===== src/rtl/adc_sample_fifo.sv =====
// adc_sample_fifo: 16-bit sample buffer between the ADC capture sequencer
// and the readout path. Words go in on fifo_write and come back in order on
// fifo_read. fifo_init arms the block and walks a zero-fill over the memory.
// Optional build macro: ADC_FIFO_BYTE_SEL_EN masks unselected byte lanes of
// wr_data to 0x00 before they are stored.
module adc_sample_fifo #(
  parameter  int DEPTH  = 256,
  localparam int ADDR_W = $clog2(DEPTH)
) (
  input  logic              clk,
  input  logic              reset_n,
  input  logic              fifo_init,
  input  logic              fifo_write,
  input  logic              fifo_read,
  input  logic [1:0]        wr_byte_sel,
  input  logic [15:0]       wr_data,
  output logic [15:0]       rd_data,
  output logic              rd_valid,
  output logic              busy,
  output logic              empty,
  output logic              full,
  output logic [ADDR_W:0]   level,
  output logic              overflow,
  output logic              underflow
);

  localparam int LEVEL_W = ADDR_W + 1;

  typedef enum logic [1:0] {IDLE, CLEAR, ACTIVE} state_t;

  state_t            state;
  state_t            state_next;
  logic [ADDR_W-1:0] wr_ptr;
  logic [ADDR_W-1:0] rd_ptr;
  logic [ADDR_W-1:0] clr_cnt;
  logic [15:0]       mem [DEPTH];
  logic [15:0]       wr_word;
  logic              wr_acc;
  logic              rd_acc;
  logic              clr_last;

`ifdef ADC_FIFO_BYTE_SEL_EN
  assign wr_word = {wr_byte_sel[1] ? wr_data[15:8] : 8'h00,
                    wr_byte_sel[0] ? wr_data[7:0]  : 8'h00};
`else
  logic [1:0] unused_byte_sel;
  assign unused_byte_sel = wr_byte_sel;
  assign wr_word         = wr_data;
`endif

  // Occupancy flags are decoded from the registered level, so they move one
  // cycle after the strobe edge together with level itself.
  assign empty    = (level == '0);
  assign full     = (level == LEVEL_W'(DEPTH));
  assign busy     = (state == CLEAR);
  assign clr_last = (clr_cnt == ADDR_W'(DEPTH - 1));

  // fifo_init wins over any strobe in the same cycle, so it blocks acceptance.
  // A write into a full buffer still fits when a read frees a slot this cycle.
  assign rd_acc = (state == ACTIVE) && fifo_read && !fifo_init && !empty;
  assign wr_acc = (state == ACTIVE) && fifo_write && !fifo_init && (!full || rd_acc);

  // State register; reset always drops back to IDLE.
  always_ff @(posedge clk) begin
    if (!reset_n) state <= IDLE;
    else          state <= state_next;
  end

  // Next-state logic: init (re)starts a clear from any state, the clear
  // finishes after the last address has been zeroed.
  always_comb begin
    state_next = state;
    case (state)
      IDLE:    if (fifo_init) state_next = CLEAR;
      CLEAR:   begin
                 if (fifo_init)     state_next = CLEAR;
                 else if (clr_last) state_next = ACTIVE;
               end
      ACTIVE:  if (fifo_init) state_next = CLEAR;
      default: state_next = IDLE;
    endcase
  end

  // Pointers, level, read port and sticky flags. Init zeroes the bookkeeping
  // and the clear counter; refused strobes (outside init cycles) latch flags.
  always_ff @(posedge clk) begin
    if (!reset_n) begin
      wr_ptr    <= '0;
      rd_ptr    <= '0;
      clr_cnt   <= '0;
      level     <= '0;
      rd_data   <= '0;
      rd_valid  <= 1'b0;
      overflow  <= 1'b0;
      underflow <= 1'b0;
    end else begin
      rd_valid <= rd_acc;
      if (rd_acc) rd_data <= mem[rd_ptr];
      if (fifo_init) begin
        wr_ptr    <= '0;
        rd_ptr    <= '0;
        clr_cnt   <= '0;
        level     <= '0;
        overflow  <= 1'b0;
        underflow <= 1'b0;
      end else begin
        if (state == CLEAR)           clr_cnt   <= clr_cnt + ADDR_W'(1);
        if (wr_acc)                   wr_ptr    <= wr_ptr + ADDR_W'(1);
        if (rd_acc)                   rd_ptr    <= rd_ptr + ADDR_W'(1);
        level <= level + LEVEL_W'(wr_acc) - LEVEL_W'(rd_acc);
        if (fifo_write && !wr_acc)    overflow  <= 1'b1;
        if (fifo_read && !rd_acc)     underflow <= 1'b1;
      end
    end
  end

  // Sample memory: zero-filled one address per cycle during CLEAR, otherwise
  // written at wr_ptr on accepted writes. Contents are not reset.
  always_ff @(posedge clk) begin
    if (state == CLEAR)  mem[clr_cnt] <= 16'h0000;
    else if (wr_acc)     mem[wr_ptr]  <= wr_word;
  end

endmodule


===== config.mk =====
export PLATFORM = sky130hd
export DESIGN_NAME = adc_sample_fifo
export DESIGN_NICKNAME = d
export VERILOG_FILES = /design/src/rtl/adc_sample_fifo.sv
export SDC_FILE = /design/constraint.sdc
export NUM_CORES = 2
export LEC_CHECK = 0
export CORE_ASPECT_RATIO = 1.1
export CORE_MARGIN = 5
export CORE_UTILIZATION = 43
export DETAILED_ROUTE_END_ITERATION = 7
export PLACE_DENSITY_LB_ADDON = 0.3
export SLEW_MARGIN = 25
export SYNTH_ARGS = -nofsm -noshare
export SYNTH_HDL_FRONTEND = slang
export SYNTH_SLANG_ARGS = --single-unit

===== constraint.sdc =====
create_clock -name clk -period 11.3 [get_ports clk]
set_clock_uncertainty 0.2 [all_clocks]
set_input_delay 2.26 -clock clk [delete_from_list [all_inputs] [get_ports clk]]
set_output_delay 2.26 -clock clk [all_outputs]
set_load 0.05 [all_outputs]

==> qor.csv <==
metric;value;unit
synth-edff-count;4096;
hold_buffers;0;
total_power;29.9;mW
yosys_warnings;0;
status;complete, no violations;
grt_start_max_net_pins;179;
cp_max_fo;19;
rrSetupSlack;5590;ps
rr_endpoint;rd_data[4];
drive_gt1_share;24.3;%
min_path_type;flop to flop;
endpoint;mem[115][11];
cts-root-buf;clkbuf_16;
die_area;386000;um^2
ys.flop_type;edfxtp_1;
cts.sinks;4150;
grt_overflow;0;
yosys.cell_types.count;74;
first_iter_violations;10300;
required;11700;ps
chipHeight;651;um
max_stage_delay;980;ps
worstSetupStartpoint;fifo_init;
gp_congestion;0.882;
maxCapViolCount;0;
cp.depth;11;
critPathKind;input port to flop;
clock_latency;930;ps
syn-cell-area;161000;um^2
multiInputGateArea;34600;um^2
ff2ff_path_depth;10;
drcViolationCount;0;
ys_ff_latch;4150;
critPathLaunchType;input port;
vias_per_cell;6.11;
peakVddDrop;0.136;mV
path_delay_family;simple AND/OR/NAND/NOR gates;
netlist_instances;7573;
netlist_top_cells_area;edfxtp_1 (77%), mux4_2 (12%), mux2i_1 (2.8%);
cp.arrival;7020;ps
coreArea;372000;um^2
cts_buffers;396;
regArea;124000;um^2
io_pins;54;
period_minus_slack;6620;ps
cts_resized;0;
timing.rr.start;rd_ptr[2];
synth_top_area_cell;edfxtp_1;
start_util;43.2;%
row_count;235;
fin_crit_sh;58.6;%
rsz0062_at_grt;no;
path_cells;clkdlybuf4s50_1 > nor2_1 > and2_1 > o21a_1 > buf_6 > nand3_1 > o21ai_1 > nand3_2 > buf_4 > nor2_1 > buf_4;
drt_wl_total;448;mm
vias;80900;
hpwl;268;mm
grt_pass1_vias;80100;
final_antenna_net_count;0;
synth_nets;7611;
fin_setup_tns;0;ps
leakage;62.0;nW
grt_usage;22.9;%
nets;7962;
cts_setup_buffers;0;
h-tree-depth;5;
syn_avg_cell_area;21.2;um^2
cp_slowest_cell;nand3_2;
dieWidth;593;um
slew_violations;0;
syn_to_final_growth;12.9;%
cp_num_buf_inv;4;
finalHoldViolCount;0;
grt_pass1_wl;628;mm
slew_headroom;10.5;%
cts_buffer_depth;4;
power.density;165;nW/um^2
cts_tree;yes;
nFillCells;29900;
cp-end-kind;flop;
async_flop_share;0;%
port_buffers;51;
clkTransAtPathRegs;70;ps
max_freq;0.151;GHz
tightest_slew;1340;ps
antenna_found_initial;23;
min_from;state[1];
yosys.area.top_type_share;76.6;%
setup_viol;0;
wl_per_cell;33.9;um
firstDrtPassIters;6;
ys_seq_area_share;77.2;%
-- how the worst min path moves through the flow --
stage / endpoint / slack, ps / cells after the start
5_1_grt: state[0] / 290 / 1
3_5_place_dp: state[0] / 270 / 1
6_report: state[0] / 270 / 1
4_1_cts: state[0] / 270 / 1
3_3_place_gp: state[0] / 260 / 1
2_1_floorplan: state[0] / 240 / 1
-- sequential cells by signal, indices dropped and copies added (netlist names) --
name / count
level: 9
mem: 4096
rd_valid: 1
clr_cnt: 8
wr_ptr: 8
state: 2
overflow: 1
rd_data: 16
rd_ptr: 8
underflow: 1
-- layer usage --
metal  up-vias  share of wire (%)  track usage [%]
met5         -              0.019                0
met4        12                4.9             10.0
met3       826                9.8             4.88
met2      4365                 47             35.8
met1     43200                 38             31.2
li1      32400                  -                -
-- power breakdown --
part	switching, mW	internal [mW]	leakage [nW]
combinational	0.0435	0.0172	10.6
sequential	0.00172	16.6	45.2
clock	5.66	7.48	6.24
-- stage by stage --
step,utilization [%],std cells,cell area [um^2],hold slack (ps),worst slack [ps]
finish,48.7,13200,181000,268,4680
global route,48.7,13200,181000,285,4670
CTS,48.6,13200,181000,274,4600
detailed placement,45.2,12500,168000,274,3620
global placement,45.2,12500,168000,260,3730
floorplan,-,7573,161000,240,3480
-- cell type report --
class,count,share of cell area [%]
Multi-Input combinational cell,2952,19.1
Clock buffer,486,5.84
Inverter,24,0.0587
Antenna cell,8,0.0110
Clock inverter,233,1.20
Sequential cell,4150,68.4
Timing Repair Buffer,400,1.92
Tap cell,4977,3.43
-- worst reg2reg max path: cells and delay by family (launching register included) --
| kind | cells | cell delay, ps |
|---|---|---|
| AND/OR/NAND/NOR | 4 | 1950 |
| buffers and inverters | 3 | 1750 |
| AO/OA/AOI/OAI | 3 | 970 |
| flip-flops | 1 | 720 |
-- synthesized netlist by cell type (10+ instances only) --
master,n
a2111oi_0,18
a211o_1,10
a211oi_1,41
a21o_1,12
a21oi_1,159
a221oi_1,68
a222oi_1,10
a22o_1,16
a22oi_1,62
a31oi_1,23
and2_1,26
buf_1,19
buf_2,136
buf_4,58
buf_6,63
clkbuf_1,161
dfxtp_1,54
edfxtp_1,4096
ha_1,14
inv_1,20
mux2_2,14
mux2i_1,447
mux4_2,890
nand2_1,242
nand2b_1,12
nand3_1,65
nand3b_1,16
nand4_1,14
nor2_1,346
nor2b_1,21
nor3_1,19
o2111ai_1,10
o211ai_1,25
o21ai_0,105
o21ai_1,14
o221ai_1,63
o22ai_1,68
or3_1,14
xnor2_1,11
xor2_1,12
-- cells in the final DEF (no fill, tap or decap), types with 17 or more instances in the layout --
| master | n |
|---|---|
| clkbuf_16 | 410 |
| a211oi_1 | 41 |
| buf_12 | 23 |
| dfxtp_1 | 47 |
| o21ai_1 | 20 |
| clkdlybuf4s50_1 | 51 |
| nor2b_1 | 18 |
| buf_4 | 317 |
| nor2_4 | 52 |
| a21oi_1 | 157 |
| o211ai_1 | 25 |
| nor3_1 | 19 |
| nand2_1 | 239 |
| a31oi_1 | 23 |
| o221ai_1 | 63 |
| clkinv_2 | 82 |
| mux4_2 | 890 |
| bufinv_16 | 36 |
| edfxtp_1 | 4096 |
| nor2_1 | 231 |
| nand3_1 | 48 |
| a221oi_1 | 68 |
| o21ai_0 | 99 |
| inv_1 | 19 |
| clkinv_1 | 82 |
| o22ai_1 | 68 |
| nor2_2 | 63 |
| a2111oi_0 | 17 |
| clkbuf_1 | 72 |
| a22oi_1 | 62 |
| mux2i_1 | 447 |
-- cell families after synthesis --
kind of cell,count (synthesis),share of synthesized area (%)
buffers and inverters,471,1.71
xor gates and xnor gates,23,0.125
and+or+nand+nor,799,2.15
DFF,4150,77.2
AOI/OAI and AO/OA,764,3.29
muxes,1351,15.4
adders and majority gates,15,0.122
Power figures use the tool's default switching activity.
